[src/rtl/isp_pkg.sv]
// Shared ISP definitions: digital-gain controller FSM states and AE response codes.
package isp_pkg;

  typedef enum logic [2:0] {
    ST_IDLE       = 3'd0,
    ST_WAIT_STATS = 3'd1,
    ST_PENDING    = 3'd2,
    ST_APPLY      = 3'd3,
    ST_SETTLE     = 3'd4
  } dgain_state_e;

  localparam logic [1:0] AE_HOLD   = 2'b00;
  localparam logic [1:0] AE_DARK   = 2'b01;
  localparam logic [1:0] AE_RSVD   = 2'b10;
  localparam logic [1:0] AE_BRIGHT = 2'b11;

endpackage

[src/rtl/isp_dgain_lut.sv]
// Gain lookup table: single write port, registered read, read-before-write on collision.
module isp_dgain_lut #(
  parameter int unsigned SIZE = 100,
  parameter int unsigned AW   = 7,
  parameter int unsigned GW   = 8
) (
  input  logic          clk,
  input  logic          we,
  input  logic [AW-1:0] waddr,
  input  logic [GW-1:0] wdata,
  input  logic [AW-1:0] raddr,
  output logic [GW-1:0] rdata
);

  logic [GW-1:0] mem [SIZE];

  always_ff @(posedge clk) begin
    if (we && (32'(waddr) < SIZE)) begin
      mem[waddr] <= wdata;
    end
    rdata <= mem[raddr];
  end

endmodule

[src/rtl/isp_dgain_ctrl.sv]
// Frame-synchronous digital-gain controller: steps a LUT index from AE responses and
// applies each change only at a frame boundary, then blanks AE for settle frames.
import isp_pkg::*;

module isp_dgain_ctrl #(
  parameter int unsigned DGAIN_ARRAY_SIZE = 100,
  parameter int unsigned DGAIN_ARRAY_BITS = $clog2(DGAIN_ARRAY_SIZE),
  parameter int unsigned GAIN_W           = 8,
  parameter int unsigned SETTLE_W         = 4,
  parameter int unsigned INIT_INDEX       = 0,
  parameter logic [GAIN_W-1:0] UNITY_GAIN = 8'h10
) (
  input  logic                        pclk,
  input  logic                        rst_n,
  input  logic                        enable,
  input  logic                        frame_start,
  input  logic                        ae_valid,
  input  logic [1:0]                  ae_response,
  input  logic                        manual_mode,
  input  logic [DGAIN_ARRAY_BITS-1:0] manual_index,
  input  logic [SETTLE_W-1:0]         settle_frames,
  input  logic                        cfg_we,
  input  logic [DGAIN_ARRAY_BITS-1:0] cfg_addr,
  input  logic [GAIN_W-1:0]           cfg_wdata,
  output logic [DGAIN_ARRAY_BITS-1:0] dgain_index,
  output logic [GAIN_W-1:0]           dgain_value,
  output logic                        dgain_update,
  output logic                        busy
);

  localparam int unsigned IW = DGAIN_ARRAY_BITS;
  localparam logic [IW-1:0] MAX_IDX = IW'(DGAIN_ARRAY_SIZE - 1);

  dgain_state_e         state_q, state_d;
  logic [IW-1:0]        idx_q, idx_d;
  logic [IW-1:0]        pend_q, pend_d;
  logic [GAIN_W-1:0]    val_q, val_d;
  logic                 upd_q, upd_d;
  logic [SETTLE_W-1:0]  cnt_q, cnt_d;
  logic [GAIN_W-1:0]    lut_rdata;
  logic [IW-1:0]        ae_next;
  logic [IW-1:0]        man_idx;
  logic                 man_hit;
  logic                 ae_hit;

  function automatic logic [IW-1:0] step_idx(input logic [IW-1:0] idx, input logic [1:0] resp);
    logic [IW-1:0] r;
    case (resp)
      AE_DARK:          r = (idx == '0) ? idx : idx - 1'b1;
      AE_BRIGHT:        r = (idx == MAX_IDX) ? idx : idx + 1'b1;
      AE_HOLD, AE_RSVD: r = idx;
      default:          r = idx;
    endcase
    return r;
  endfunction

  // Read address follows pend_d so the LUT word is ready during the APPLY cycle.
  isp_dgain_lut #(
    .SIZE (DGAIN_ARRAY_SIZE),
    .AW   (IW),
    .GW   (GAIN_W)
  ) u_lut (
    .clk   (pclk),
    .we    (cfg_we),
    .waddr (cfg_addr),
    .wdata (cfg_wdata),
    .raddr (pend_d),
    .rdata (lut_rdata)
  );

  always_comb begin
    state_d = state_q;
    idx_d   = idx_q;
    pend_d  = pend_q;
    val_d   = val_q;
    upd_d   = 1'b0;
    cnt_d   = cnt_q;
    ae_next = step_idx(idx_q, ae_response);
    man_idx = (manual_index > MAX_IDX) ? MAX_IDX : manual_index;
    man_hit = manual_mode && frame_start && (man_idx != idx_q);
    ae_hit  = !manual_mode && ae_valid && (ae_next != idx_q);

    if (!enable) begin
      state_d = ST_IDLE;
    end else begin
      case (state_q)
        ST_IDLE: state_d = ST_WAIT_STATS;
        ST_WAIT_STATS: begin
          if (man_hit) begin
            pend_d  = man_idx;
            state_d = ST_APPLY;
          end else if (ae_hit) begin
            pend_d  = ae_next;
            state_d = ST_PENDING;
          end
        end
        ST_PENDING: begin
          if (frame_start) begin
            state_d = ST_APPLY;
          end else if (!manual_mode && ae_valid) begin
            pend_d = ae_next;
            if (ae_next == idx_q) state_d = ST_WAIT_STATS;
          end
        end
        ST_APPLY: begin
          idx_d = pend_q;
          val_d = lut_rdata;
          upd_d = 1'b1;
          if (settle_frames == '0) begin
            state_d = ST_WAIT_STATS;
          end else begin
            cnt_d   = settle_frames;
            state_d = ST_SETTLE;
          end
        end
        ST_SETTLE: begin
          if (man_hit) begin
            pend_d  = man_idx;
            state_d = ST_APPLY;
          end else if (frame_start) begin
            cnt_d = cnt_q - 1'b1;
            if (cnt_q <= 1) state_d = ST_WAIT_STATS;
          end
        end
        default: state_d = ST_IDLE;
      endcase
    end
  end

  always_ff @(posedge pclk) begin
    if (!rst_n) begin
      state_q <= ST_IDLE;
      idx_q   <= IW'(INIT_INDEX);
      pend_q  <= IW'(INIT_INDEX);
      val_q   <= UNITY_GAIN;
      upd_q   <= 1'b0;
      cnt_q   <= '0;
    end else begin
      state_q <= state_d;
      idx_q   <= idx_d;
      pend_q  <= pend_d;
      val_q   <= val_d;
      upd_q   <= upd_d;
      cnt_q   <= cnt_d;
    end
  end

  assign dgain_index  = idx_q;
  assign dgain_value  = val_q;
  assign dgain_update = upd_q;
  assign busy         = (state_q == ST_PENDING) || (state_q == ST_APPLY) || (state_q == ST_SETTLE);

endmodule
[config.mk]
export PLATFORM = sky130hd
export DESIGN_NAME = isp_dgain_ctrl
export DESIGN_NICKNAME = d
export VERILOG_FILES = /design/src/rtl/isp_pkg.sv /design/src/rtl/isp_dgain_lut.sv /design/src/rtl/isp_dgain_ctrl.sv
export SDC_FILE = /design/constraint.sdc
export NUM_CORES = 1
export LEC_CHECK = 0
export BUFFER_PORTS_ARGS = -buffer_cell sky130_fd_sc_hd__buf_4
export CAP_MARGIN = 20
export CORE_MARGIN = 2
export CORE_UTILIZATION = 57
export CTS_CLUSTER_SIZE = 28
export DETAILED_ROUTE_END_ITERATION = 10
export PLACE_DENSITY = 0.73
export SYNTH_ARGS = -nofsm -noshare
export SYNTH_HDL_FRONTEND = slang
export SYNTH_SLANG_ARGS = --single-unit
[constraint.sdc]
create_clock -name pclk -period 8.3 [get_ports pclk]
set_input_delay 1.245 -clock pclk [delete_from_list [all_inputs] [get_ports pclk]]
set_output_delay 1.245 -clock pclk [all_outputs]
set_load 0.005 [all_outputs]
==> results of run 1 <==
[through the flow]
step	instances	setup slack (ns)	util [%]	power [mW]	instance area (sq um)
5_1_grt	3385	2.878	63.81	9.227	38580
3_5_place_dp	3231	2.488	59.34	5.465	35880
6_report	3385	2.992	63.81	8.995	38580
4_1_cts	3380	3.143	63.64	9.002	38480
2_1_floorplan	2526	3.580	-	5.198	34960
3_3_place_gp	3230	2.463	59.32	5.446	35870
[logic make-up (layout without fill, tap and decap cells)]
family / count (synthesis) / in the layout / synth area share, %
fa+ha+maj: 4 / 4 / 0.1432
flops: 838 / 838 / 70.89
mux: 141 / 141 / 4.707
buf+inv: 178 / 255 / 2.513
compound gates: 473 / 473 / 10.39
simple gates: 886 / 886 / 11.20
xor+xnor: 6 / 6 / 0.1503
[where the power goes]
| part | internal, mW | switching [mW] |
|---|---|---|
| Sequential | 4.65 | 0.0273 |
| Clock | 2.04 | 1.56 |
| Combinational | 0.215 | 0.500 |
| Total | 6.91 | 2.09 |
[placed cells by master (no fill, tap or decap), drive strengths merged, types with 44 or more instances in the layout]
master  Yosys  layout
a211oi     80      80
and3       46      46
edfxtp    800     800
and2       44      44
clkbuf     79     108
nand2     470     470
mux2i     123     123
nand3     117     117
a31oi      64      64
a21oi      57      57
buf        87      92
nor2      133     133
[worst min-delay path by stage]
stage               slack, ns  cells past startpoint                     endpoint                         from
finish                   0.47                      2  dgain_value[0]$_SDFFE_PN0P_  dgain_value[0]$_SDFFE_PN0P_
global route             0.50                      2  dgain_value[0]$_SDFFE_PN0P_  dgain_value[0]$_SDFFE_PN0P_
CTS                      0.47                      2  dgain_value[3]$_SDFFE_PN0P_  dgain_value[3]$_SDFFE_PN0P_
detailed placement       0.46                      2  dgain_value[5]$_SDFFE_PN0P_  dgain_value[5]$_SDFFE_PN0P_
global placement         0.45                      2  dgain_value[0]$_SDFFE_PN0P_  dgain_value[0]$_SDFFE_PN0P_
floorplan                0.42                      2  dgain_value[4]$_SDFFE_PN1P_       u_lut.rdata[4]$_DFF_P_
[worst reg2reg max path: stages (launching register included)]
cell and delay, ns:
dfxtp_1 0.49, inv_1 0.17, ha_1 0.27, nor3b_1 0.16
a31oi_1 0.45, and2_1 0.28, a2bb2oi_1 0.35, a31o_2 0.22
o21ai_1 0.18, a21oi_4 0.29, buf_12 0.53, mux2i_1 0.37
a2111oi_0 0.80, a211oi_1 0.18, nand4_1 0.27, and3_1 0.19
[registers in the layout (all words and copies together) (netlist names)]
name	flops
dgain_value	8
state_q	3
u_lut.rdata	8
cnt_q	4
dgain_index	7
pend_q	7
dgain_update	1
u_lut.mem	800
[metal layers]
metal	track usage [%]	vias up
li1	-	9746
met1	40.45	11113
met2	44.85	1345
met3	6.087	169
met4	10.41	0
met5	0	-
[layout make-up]
type	instances	area, sq um	area share, %
Timing Repair Buffer	94	838.3	2.173
Inverter	12	45.04	0.1167
Sequential cell	838	24780	64.23
Multi-Input combinational cell	1510	9338	24.20
Clock inverter	42	309.0	0.8010
Clock buffer	107	2291	5.938
Tap cell	782	978.4	2.536
==> results by group, run 1 <==
Hold path
  – HP Class: flop to flop

Route
  – Drt initial violations: 3134
  – DRT antenna net count: 0
  – DR DRC count: 0
  – Drt total wl: between 90000 and 100000 microns
  – First-pass DRT Iterations: 6
  – Met2 WL post-DR: 42520 microns
  – DRT met1 WL: 36180 microns
  – Total number of vias: 22.37k
  – DR WL/cell: 26.90 microns
  – Drt via density: 6.609
  – Met3 routed WL: 9600 microns
  – Top sig layer: met4

Pwr
  – Worst VDD drop: 0.1432 mV
  – Power Dens Cells: 233.1 mW/mm^2
  – Leak pwr: between 10 and 15 nW

Timing
  – Skew final: 0.02510 ns
  – Fin. max-slew vios: 0
  – RSZ-0062 raised after global routing: false
  – Final hold vios: 0
  – Setup TNS: 0 ns
  – WHS: 0.4677 ns
  – Setup-failing EPs final: 0
  – Max Fclk: 188.4 MHz
  – Min cycle time layout: 5.308 ns
  – Final worst-path cycle share: 63.95%
  – Slew headroom: around a quarter
  – Worst Tran Pin Value: between 1 and 1.5 ns

Finish
  – Fill count: 4227
  – Area grow syn2layout: 10.37%
  – Net count, final: roughly 2.6k
  – Share of layout cells above drive strength 1: 9.681%
  – Antenna diode count: 0

Worst setup path
  – WP data arrival: roughly 6 ns
  – CP max stage delay: 0.67 ns
  – Critical-path top delay cell: o41ai_1
  – Critical Path End Type: flop
  – Crit Path Max Fanout: 46
  – Buffer and inverter count on the worst path: 3
  – Critical path cell sequence: buf_4 > o311a_1 > o21ai_0 > a41oi_2 > a211o_2 > mux2i_4 > o31ai_4 > buf_4 > buf_4 > a211oi_1 > o41ai_1 > o21ai_0 > and3_1
  – Reg-to-Reg Start: dgain_index[0]$_SDFFE_PN0P_
  – Worst setup path startpoint: manual_index[3]
  – R2R cell count: 15
  – Crit path to: u_lut.rdata[5]$_DFF_P_
  – Reg2reg end: u_lut.rdata[0]$_DFF_P_
  – Delay-heaviest family, CP: compound AO/OA/AOI/OAI gates
  – Reg2Reg Setup Slack: 3.08 ns
  – Required @ worst endpoint: approximately 8.8 ns
  – CP Class: input pin to flop
  – Most used cell along the critical path: buf_4
  – Critical Path Start Type: input pin
  – CP Depth: 13

Synth
  – Post-Synthesis Cell Area: 0.03496 sq mm
  – Post-Syn Nets: 2565
  – Post-Synthesis Cells: 2526
  – Post-synth top area cell: edfxtp_1
  – Commonest cells post-synth: 800 x edfxtp_1, 470 x nand2_1, 132 x nor2_1
  – Netlist cell types: 90
  – Yosys top cell area share: 68.72%
  – Yosys reg bits: 838
  – YS warnings: 0
  – Synth async-reset ratio: 0%
  – Count leader, synth: edfxtp_1
  – Post-synth EDFFs: 800
  – Mean Syn Cell Area: 13.84 sq um
  – Seq/Total Area, Yosys: 70.89%
  – Main synth FF type: edfxtp_1
  – Area contributors post-synth: edfxtp_1 69%, nand2_1 5.0%, mux2i_1 3.5%

Clocking
  – Setup bufs post-CTS: 0
  – Num CTS Buffers: 83
  – Post-CTS Hold Buffers: 0
  – Post_cts resized: 0
  – CTS sink count: 838
  – TritonCTS clock tree: yes
  – Clk slew on worst S/H paths: 0.06 ns
  – CTS root buf: clkbuf_16
  – Clock buffer depth: 3
  – Clk_lat worst skew: 0.64 ns
  – Htree depth: 3

Die
  – Core Region: 0.06047 sq mm
  – # rows: 90
  – Ports: 52
  – Initial Util: 57.81%
  – Chip Width: about 250 microns
  – Die height: 251.7 microns
  – Area of the die: 0.06333 sq mm

Place
  – Port Buffers: 51
  – Detailed placement HPWL: 54700 microns
  – Placer congestion estimate: approximately 0.94

Global routing
  – First-pass GRT wire length: 136300 microns
  – Vias in the first global route: 21.78k
  – Largest net degree at the start of global routing: roughly 130
  – Grt total ovfl: 0
  – Initial antenna violation count: 0
  – Total GRT Usage: 28.78%

Run
  – Max-Cap Viols: 0

Status
  – Outcome: completed
No activity file was read; power rests on OpenSTA's default activity.
==> run 2, diff against run 1 <==
PLACE_DENSITY = 0.76   (was 0.73)
clock period = 4.5 ns   (was 8.3 ns; I/O delays follow)
==> run 2 against run 1 <==
Highest routed layer is now met5. Critical endpoint unchanged. Sequential share of layout area decreased by 3.4 points. Critical path depth rose by 5. Clock skew is 0.0070 ns lower. Sequential power rose by 84%. Largest cell class unchanged.
==> results by group, run 2 (synthesis gave the netlist of run 1 again) <==
Status
  – Outcome: completed

Run
  – Max-Cap Viols: 0 (unchanged)

Worst setup path
  – Crit Path Max Fanout: 29 (-37%)
  – Critical Path Start Type: flop
  – WP data arrival: 4.96 ns (-0.87 ns)
  – Critical Path End Type: flop
  – CP Class: flop to flop
  – Required @ worst endpoint: 5.03 ns (-3.80 ns)
  – R2R cell count: 18 (+3)
  – Reg-to-Reg Start: dgain_index[5]$_SDFFE_PN0P_
  – Reg2reg end: u_lut.rdata[5]$_DFF_P_
  – Reg2Reg Setup Slack: 0.08 ns (-3.00 ns)

Timing
  – WHS: 0.3778 ns (-0.08986 ns)
  – Setup ws final: 0.07637 ns (-2.916 ns)
  – Setup-failing EPs final: 0 (unchanged)
  – Max Fclk: 226.1 MHz
  – Final hold vios: 0 (unchanged)
  – Min cycle time layout: 4.424 ns
  – Skew final: 0.01815 ns (-0.006953 ns)
  – Slew headroom: 30.51% (+5.8 points)
  – Final worst-path cycle share: 98.30%
  – Worst Tran Pin Value: 1.039 ns (-0.09010 ns)
  – Fin. max-slew vios: 0 (unchanged)

Route
  – Drt total wl: 94220 microns (+3.5%)
  – DR DRC count: 0 (unchanged)
  – Total number of vias: 23.55k (+5.3%)
  – DR WL/cell: 26.04 microns (-3.2%)
  – First-pass DRT Iterations: 6 (unchanged)
  – DRT antenna net count: 0 (unchanged)
  – Drt via density: 6.509 (-1.5%)
  – Drt initial violations: 3351 (+6.9%)

Finish
  – Share of layout cells above drive strength 1: 17.35% (+7.7 points)
  – Area grow syn2layout: 16.51%
  – Fin cells: 3618 (+6.9%)
  – Fill count: 4023 (-4.8%)
  – Net count, final: 2808 (+8.9%)
  – Largest register by flop count: u_lut.mem
  – Antenna diode count: 0 (unchanged)
  – Register Area: 0.02478 sq mm (unchanged)
  – Most frequent cells in the layout: 800 x edfxtp_1, 470 x nand2_1, 296 x buf_4
  – Max FFs per register: 800 (unchanged)
  – Commonest non-fill, non-tap cell in the layout: edfxtp_1
  – Multi-input gate area: 0.009370 sq mm (+0.35%)
  – Final Util: 67.36% (+3.6 points)

Place
  – Detailed placement HPWL: 59630 microns (+9.0%)
  – Placer congestion estimate: 0.9709 (+3.5%)
  – Port Buffers: 51 (unchanged)
  – Dpl cells: 3463 (+7.2%)
  – Dpl ws: -0.1699 ns (-2.658 ns)

Hold path
  – HP Class: input pin to flop
  – Hold EP: dgain_value[4]$_SDFFE_PN1P_
  – Hold_sp: rst_n
  – WHS Path Cells: 2 (unchanged)

Clocking
  – CTS sink count: 838 (unchanged)
  – Num CTS Buffers: 85 (+2.4%)
  – Htree depth: 3 (unchanged)
  – Clk_lat worst skew: 0.63 ns (about the same)
  – CTS root buf: clkbuf_16
  – TritonCTS clock tree: yes
  – Clk slew on worst S/H paths: 0.06 ns (about the same)
  – Post-CTS Hold Buffers: 0 (unchanged)
  – Clock buffer depth: 3 (unchanged)

Global routing
  – Largest net degree at the start of global routing: 80 (-39%)
  – Total GRT Usage: 29.71% (+0.93 points)
  – First-pass GRT wire length: 140400 microns (+3.1%)
  – Vias in the first global route: 22.80k (+4.6%)
  – Initial antenna violation count: 3 (+3)
  – Grt total ovfl: 0 (unchanged)

Die
  – Ports: 52 (unchanged)
  – Initial Util: 57.81% (unchanged)
  – Area of the die: 0.06333 sq mm (unchanged)
  – Die height: 251.7 microns (unchanged)
  – Chip Width: 251.7 microns (unchanged)
  – # rows: 90 (unchanged)
  – Core Region: 0.06047 sq mm (unchanged)

Pwr
  – Leak pwr: 14.16 nW (+10%)
  – Pwr Total: 17.25 mW (+92%)
  – Worst VDD drop: 0.3020 mV (+110%)
  – Power Dens Cells: 423.5 mW/mm^2 (+82%)
run 2: changes by cell type in the layout (fill, tap and decap cells not counted), moves of 2 or more:
cell | before | now
o41ai_2 | 0 | 2
clkbuf_1 | 15 | 13
buf_16 | 3 | 0
o41ai_1 | 8 | 6
clkbuf_16 | 86 | 90
clkbuf_8 | 6 | 3
clkinv_4 | 1 | 3
buf_12 | 5 | 25
clkinv_2 | 15 | 12
bufinv_16 | 3 | 8
buf_4 | 83 | 296
run 2: stage by stage:
| stage | setup TNS [ns] | area [sq um] |
|---|---|---|
| floorplan | 0 | 34960 |
| global route | -0.0003793 | 40730 |
| global placement | -0.6613 | 37870 |
| CTS | 0 | 40690 |
| detailed placement | -0.6065 | 37870 |
| finish | 0 | 40730 |
run 2: timing repair:
action,4_1_cts,5_1_grt
resized for setup,1,7
endpoints found under the hold margin,0,0
endpoints found under the setup margin,1,6
pin swaps,0,2
setup buffers,0,1
gates cloned,0,0
run 2: metal layers:
| layer | vias up | part of all wire, % | wire, microns | global-route usage (%) |
|---|---|---|---|---|
| met5 | - | 0.027 | 25 | 0 |
| met4 | 4 | 4.1 | 3895 | 11.72 |
| met2 | 1514 | 47 | 43980 | 47.18 |
| met1 | 11544 | 39 | 36410 | 41.01 |
| met3 | 270 | 11 | 9911 | 5.623 |
| li1 | 10217 | - | - | - |
run 2: worst max-delay path, cell delays in order (launching register included):
cell	delay, ns
dfxtp_1	0.48
xor2_1	0.13
or4_1	0.41
a21o_1	0.24
buf_4	0.16
a211oi_4	0.29
a221o_1	0.29
o31ai_4	0.08
buf_4	0.17
buf_6	0.17
buf_12	0.17
buf_4	0.21
buf_4	0.17
nand2_1	0.06
nand3_1	0.16
a32o_1	0.30
a211oi_1	0.25
nand4_1	0.29
and3_1	0.27
run 2: worst max path at each step:
stage	start	endpoint	slack (ns)	cells past startpoint
after floorplan	manual_index[5]	u_lut.rdata[6]$_DFF_P_	0.35	14
after global placement	manual_index[3]	u_lut.rdata[5]$_DFF_P_	-0.14	19
after global routing	state_q[0]$_SDFFE_PN0P_	u_lut.rdata[5]$_DFF_P_	-0.0004	16
final	dgain_index[5]$_SDFFE_PN0P_	u_lut.rdata[5]$_DFF_P_	0.08	18
after CTS	dgain_index[0]$_SDFFE_PN0P_	u_lut.rdata[6]$_DFF_P_	0.13	17
after detailed placement	manual_index[3]	u_lut.rdata[4]$_DFF_P_	-0.17	17
run 2: cell type report:
cell class,instances,share of cell area [%]
clock buffers,106,5.751
clock inverters,48,1.170
inverters,12,0.1106
multi-input cells,1510,23.01
flip-flops and latches,838,60.85
well taps,782,2.402
repair buffers,322,6.712
run 2: where the power goes:
| part | internal [mW] | total [mW] | switching, mW |
|---|---|---|---|
| registers | 8.58 | 8.63 | 0.0468 |
| clock network | 4.16 | 7.11 | 2.95 |
| logic | 0.545 | 1.51 | 0.970 |
